## src/rtl/conv33_window_sched_if.sv

```systemverilog
// Handshake/bus bundle between the 3x3 window scheduler and its neighbours:
// the frame controller (start/abort/busy/done), the conv33 input stage
// (buf_load/buf_done) and the conv33 datapath (win_valid/win_ready and the
// window coordinates).
//   master : the scheduler side; drives busy, done, buf_load, win_valid,
//            win_row, win_col and win_cnt.
//   slave  : the environment side; drives start, abort, buf_done and win_ready.
interface conv33_window_sched_if;
  logic        start;
  logic        abort;
  logic        busy;
  logic        done;
  logic        buf_load;
  logic        buf_done;
  logic        win_valid;
  logic        win_ready;
  logic [7:0]  win_row;
  logic [7:0]  win_col;
  logic [15:0] win_cnt;

  modport master (
    input  start, abort, buf_done, win_ready,
    output busy, done, buf_load, win_valid, win_row, win_col, win_cnt
  );

  modport slave (
    output start, abort, buf_done, win_ready,
    input  busy, done, buf_load, win_valid, win_row, win_col, win_cnt
  );
endinterface

```

## src/rtl/conv33_window_sched.sv

```systemverilog
// 3x3 convolution window scheduler.
// Walks every valid 3x3 window of an IMG_W x IMG_H feature map in raster
// order (stride 1, no padding). For each window it requests a buffer load
// from the conv33 input stage, waits for the load to complete, then offers
// the window coordinates to the conv33 datapath until accepted.
// Ports:
//   clk  : rising-edge clock
//   rst  : synchronous active-high reset
//   sif  : master modport of conv33_window_sched_if
//          (start/abort in, busy/done out, buf_load out/buf_done in,
//           win_valid out/win_ready in, win_row/win_col/win_cnt out)
module conv33_window_sched #(
  parameter int IMG_W = 28,
  parameter int IMG_H = 28
) (
  input  logic                        clk,
  input  logic                        rst,
  conv33_window_sched_if.master       sif
);

  // One-hot encoding: every Moore output is then a single state flop.
  localparam logic [4:0] S_IDLE  = 5'b00001;
  localparam logic [4:0] S_LOAD  = 5'b00010;
  localparam logic [4:0] S_WAIT  = 5'b00100;
  localparam logic [4:0] S_ISSUE = 5'b01000;
  localparam logic [4:0] S_FIN   = 5'b10000;

  localparam logic [7:0] LAST_COL = 8'(IMG_W - 3);
  localparam logic [7:0] LAST_ROW = 8'(IMG_H - 3);

  logic [4:0]  state_q, state_d;
  logic [7:0]  row_q, row_d;
  logic [7:0]  col_q, col_d;
  logic [15:0] cnt_q, cnt_d;

  always_comb begin
    state_d = state_q;
    row_d   = row_q;
    col_d   = col_q;
    cnt_d   = cnt_q;
    case (state_q)
      S_IDLE: begin
        // abort in IDLE blocks a simultaneous start
        if (sif.start && !sif.abort) begin
          state_d = S_LOAD;
          row_d   = 8'd0;
          col_d   = 8'd0;
          cnt_d   = 16'd0;
        end
      end
      S_LOAD: begin
        state_d = sif.abort ? S_IDLE : S_WAIT;
      end
      S_WAIT: begin
        if (sif.abort) begin
          state_d = S_IDLE;
        end else if (sif.buf_done) begin
          state_d = S_ISSUE;
        end
      end
      S_ISSUE: begin
        if (sif.abort) begin
          state_d = S_IDLE;
        end else if (sif.win_ready) begin
          cnt_d = cnt_q + 16'd1;
          if (col_q == LAST_COL && row_q == LAST_ROW) begin
            state_d = S_FIN;
          end else if (col_q == LAST_COL) begin
            col_d   = 8'd0;
            row_d   = row_q + 8'd1;
            state_d = S_LOAD;
          end else begin
            col_d   = col_q + 8'd1;
            state_d = S_LOAD;
          end
        end
      end
      S_FIN: begin
        state_d = S_IDLE;
      end
      default: begin
        state_d = S_IDLE;
      end
    endcase
  end

  always_ff @(posedge clk) begin
    if (rst) begin
      state_q <= S_IDLE;
      row_q   <= 8'd0;
      col_q   <= 8'd0;
      cnt_q   <= 16'd0;
    end else begin
      state_q <= state_d;
      row_q   <= row_d;
      col_q   <= col_d;
      cnt_q   <= cnt_d;
    end
  end

  assign sif.busy      = ~state_q[0];
  assign sif.buf_load  = state_q[1];
  assign sif.win_valid = state_q[3];
  assign sif.done      = state_q[4];
  assign sif.win_row   = row_q;
  assign sif.win_col   = col_q;
  assign sif.win_cnt   = cnt_q;

endmodule
```

## src/flat_wrapper.sv

```systemverilog
// flat-port wrapper written by rule: the top's interface ports become plain ports
module conv33_window_sched_flat 
#(
  parameter int IMG_W = 28,
  parameter int IMG_H = 28
)
  (clk, rst, sif_start, sif_abort, sif_buf_done, sif_win_ready, sif_busy, sif_done, sif_buf_load, sif_win_valid, sif_win_row, sif_win_col, sif_win_cnt);
  conv33_window_sched_if sif_i ();
  input  logic clk;
  input  logic rst;
  input wire logic [$bits(sif_i.start)-1:0] sif_start;
  input wire logic [$bits(sif_i.abort)-1:0] sif_abort;
  input wire logic [$bits(sif_i.buf_done)-1:0] sif_buf_done;
  input wire logic [$bits(sif_i.win_ready)-1:0] sif_win_ready;
  output wire logic [$bits(sif_i.busy)-1:0] sif_busy;
  output wire logic [$bits(sif_i.done)-1:0] sif_done;
  output wire logic [$bits(sif_i.buf_load)-1:0] sif_buf_load;
  output wire logic [$bits(sif_i.win_valid)-1:0] sif_win_valid;
  output wire logic [$bits(sif_i.win_row)-1:0] sif_win_row;
  output wire logic [$bits(sif_i.win_col)-1:0] sif_win_col;
  output wire logic [$bits(sif_i.win_cnt)-1:0] sif_win_cnt;
  assign sif_i.start = sif_start;
  assign sif_i.abort = sif_abort;
  assign sif_i.buf_done = sif_buf_done;
  assign sif_i.win_ready = sif_win_ready;
  assign sif_busy = sif_i.busy;
  assign sif_done = sif_i.done;
  assign sif_buf_load = sif_i.buf_load;
  assign sif_win_valid = sif_i.win_valid;
  assign sif_win_row = sif_i.win_row;
  assign sif_win_col = sif_i.win_col;
  assign sif_win_cnt = sif_i.win_cnt;
  conv33_window_sched #(.IMG_W(IMG_W), .IMG_H(IMG_H)) u_core (.clk(clk), .rst(rst), .sif(sif_i));
endmodule
```

## config.mk

```make
export PLATFORM = sky130hd
export DESIGN_NAME = conv33_window_sched_flat
export DESIGN_NICKNAME = d
export VERILOG_FILES = /design/src/rtl/conv33_window_sched_if.sv /design/src/rtl/conv33_window_sched.sv /design/src/flat_wrapper.sv
export SDC_FILE = /design/constraint.sdc
export NUM_CORES = 1
export LEC_CHECK = 0
export ABC_AREA = 1
export BUFFER_PORTS_ARGS = -buffer_cell sky130_fd_sc_hd__buf_2
export CELL_PAD_IN_SITES_DETAIL_PLACEMENT = 1
export CELL_PAD_IN_SITES_GLOBAL_PLACEMENT = 2
export CORE_AREA = 5 5 95 97
export DETAILED_ROUTE_END_ITERATION = 8
export DIE_AREA = 0 0 100 102
export GPL_TIMING_DRIVEN = 0
export MAX_ROUTING_LAYER = met4
export PLACE_DENSITY_LB_ADDON = 0.1
export SYNTH_ARGS = -nofsm -noshare
export SYNTH_HDL_FRONTEND = slang
export SYNTH_SLANG_ARGS = --single-unit
```

## constraint.sdc

```tcl
create_clock -name clk -period 1.6 [get_ports clk]
set_input_delay 0.16 -clock clk [delete_from_list [all_inputs] [get_ports clk]]
set_output_delay 0.16 -clock clk [all_outputs]
set_load 0.01 [all_outputs]
```

==> results_dict.tcl <==
set metrics [dict create \
    status "finished, final reports clean" \
    track_usage 0.154 \
    synth_area_mm2 0.00228 \
    clock_latency_ns 0.29 \
    rsz0062_at_grt "yes" \
    cts_tree "built" \
    final_nets 433 \
    setup.worst_path.end "u_core.sif.win_cnt[2]$_SDFFE_PP0P_" \
    yosysSeqAreaShare 0.325 \
    critical_path.cell_chain "inv_2 -> nor2_4 -> nand3_4 -> nand2_4 -> inv_2 -> nor2_8 -> clkbuf_16 -> nand3b_1 -> a21oi_1" \
    synth_ff_type "dfxtp_1" \
    gp_congestion 0.719 \
    fin_crit_sh 0.974 \
    dp_hpwl_mm 5.43 \
    syn_avg_cell_area_um2 6.28 \
    timing.setup.tns_ns 0 \
    core_area_mm2 0.00805 \
    diodes 0 \
    synth_edf_count 0 \
    finalPower_w 0.00341 \
    cts_buffers 5 \
    fmax_mhz 642 \
    antenna_found_initial 0 \
    power_leakage_nw 1.28 \
    cts_max_level 2 \
    grt_pass1_vias 2473 \
    post-place-ws_ns -0.185 \
    r2r_start "u_core.state_q[3]$_SDFFE_PP0P_" \
    drtPass1Iterations 4 \
    yosys_warnings 0 \
    grt_pass1_wl_mm 12.4 \
    grt_max_degree 11 \
    synth-compound-area-share 0.0746 \
    cpMaxStageDelayCell "dfxtp_4" \
    port_buffers 40 \
    drt_iter0_markers 75 \
    ant_nets 0 \
    irDropWorstVdd_v 0.000461 \
    synth.distinct_cells 30 \
    required_ns 1.83 \
    cts-hold-fix-buffers 0 \
    route.vias.total 2449 \
    async_flop_share 0 \
    setup_ws_ns 0.0413 \
    cts_root_buffer "clkbuf_8" \
    area_delta_synth_final_pct 32.8 \
    yosysTopAreaCell "dfxtp_1" \
    r2r-end "u_core.sif.win_cnt[2]$_SDFFE_PP0P_" \
    cts_buffer_depth 2 \
    endpoint_kind "register" \
    drive_above_1_share 0.291 \
    cp-startpoint "u_core.state_q[3]$_SDFFE_PP0P_" \
    die_area_mm2 0.0102 \
    r2r_setup_slack_ns 0.04 \
    tightest_slew_ns 0.617 \
    synthCells 363 \
    holdWs_ns 0.139 \
    via_per_inst 4.64 \
    wl_per_cell_um 13.8 \
    fin_skew_ns 0.0103 \
    drv_slew 0 \
    min_period_ns 1.56 \
    muxShareOfSynthArea 0 \
    synth_fp_nets 374 \
    num_io_pins 42 \
    drcViolationCount 0 \
    numClockSinks 37 \
    finalHoldViolCount 0 \
    multiInputGateArea_mm2 0.00151 \
    clkTransAtPathRegs_ns 0.08 \
    die_w_um 100 \
    dpl_cell_area_mm2 0.00261 \
    synth-adder-area-share 0.0274 \
    synth-seq-cells 37 \
    drt_wl_total_mm 7.31 \
    final_area_mm2 0.00303 \
    synth_top_family_by_area "simple AND/OR/NAND/NOR gates" \
    crit_path_max_fanout 8 \
    n_fill_cell 1092 \
    regArea_um2 763 \
    synth-simple-area-share 0.462 \
    slew_headroom 0.589 \
    finalSetupViolations 0 \
    synth_top_area_frac 0.325 \
    cpMostUsedCell "inv_2" \
    critPathKind "reg2reg" \
    max_stage_delay_ns 0.37 \
    power_density_mw_per_mm2 1130 \
    synth_xor_area_frac 0.0192 \
    die_h_um 102 \
    initial_core_util 0.283 \
    drv_cap 0 \
    start_kind "register" \
    hp-class "in2reg" \
    r2r_cells 9 \
    std_cell_rows 33 \
    yosys-top-cells-area "dfxtp_1, nand2_1, nor2_1, inv_1, nand3_1" \
    gr-total-overflow 0 \
    critPathArrivalTime_ns 1.78 \
]
-- cell families after synthesis --
kind of cell	after synthesis
AOI/OAI and AO/OA	31
xor gates and xnor gates	5
adders and majority gates	5
buffers and inverters	52
DFF	37
and+or+nand+nor	233
-- metal layers --
layer	up-vias	GRT usage	part of all wire
met5	-	-	0
met4	0	0.0342	0.013
met3	9	0.0273	0.028
met2	32	0.245	0.46
met1	1138	0.206	0.50
li1	1270	-	-
-- worst min path at each step --
stage,startpoint,to,cells after the start
2_1_floorplan,sif_abort,u_core.state_q[0]$_SDFFE_PP1P_,2
3_3_place_gp,sif_abort,u_core.state_q[0]$_SDFFE_PP1P_,3
3_5_place_dp,sif_abort,u_core.state_q[0]$_SDFFE_PP1P_,3
4_1_cts,sif_abort,u_core.state_q[0]$_SDFFE_PP1P_,3
5_1_grt,sif_abort,u_core.state_q[0]$_SDFFE_PP1P_,3
6_report,sif_abort,u_core.state_q[0]$_SDFFE_PP1P_,3
-- critical path, delay by kind of cell (launching register included) --
family	cells	cell delay [ns]
DFF	1	0.37
buffers and inverters	3	0.30
AOI/OAI and AO/OA	1	0.13
and+or+nand+nor	5	0.68
-- cell usage in the layout, fill, tap and decap left out, drive strengths merged, types with 4 or more instances in the layout --
master	count
nand4	14
dfxtp	37
clkbuf	13
nor3	9
o21ai	5
inv	46
nand2	104
a21oi	22
nor2	76
xor2	4
ha	5
nand3	27
buf	53
-- area by class of cell --
type / instances / area share
buffer: 6 / 0.0153
timing repair buffer: 52 / 0.106
multi-input combinational: 274 / 0.500
tap: 105 / 0.0434
inverter: 46 / 0.0570
clock buffer: 8 / 0.0265
sequential: 37 / 0.252
-- state kept, by name (all words and copies together) (netlist names) --
register and cells:
u_core.sif.win_row 8, u_core.sif.win_col 8, u_core.state_q 5, u_core.sif.win_cnt 16
-- through the flow --
step           std cells  utilization
5_1_grt              528        0.376
3_3_place_gp         508        0.324
3_5_place_dp         508        0.324
4_1_cts              519        0.343
2_1_floorplan        363            -
6_report             528        0.376
-- report_power, final --
group          internal, W  leakage, nW  total (W)  switching [W]
clock network     0.000310       0.0395   0.000662       0.000351
registers         0.000974        0.305    0.00105      0.0000741
logic             0.000669        0.932    0.00170        0.00103
-- synth_stat cells (2+ instances only) --
cell      count
inv_2         2
buf_6         2
nor3_1        9
ha_1          5
nand3_1      24
nor2_4        2
nand2_2       3
nor2_1       68
nand2_1     100
nand3_2       2
xor2_1        4
a21oi_1      22
inv_1        44
clkbuf_1      4
nand4_1      13
dfxtp_1      37
o21ai_0       3
o21bai_1      3
nor2_2        5
-- repair_timing --
action,in CTS,in global routing
setup buffers,3,8
resized for setup,14,55
cloned,0,1
endpoints found under the hold margin,0,0
endpoints found under the setup margin,24,32
pin swaps,6,17
(Power assumes the default switching activity.)
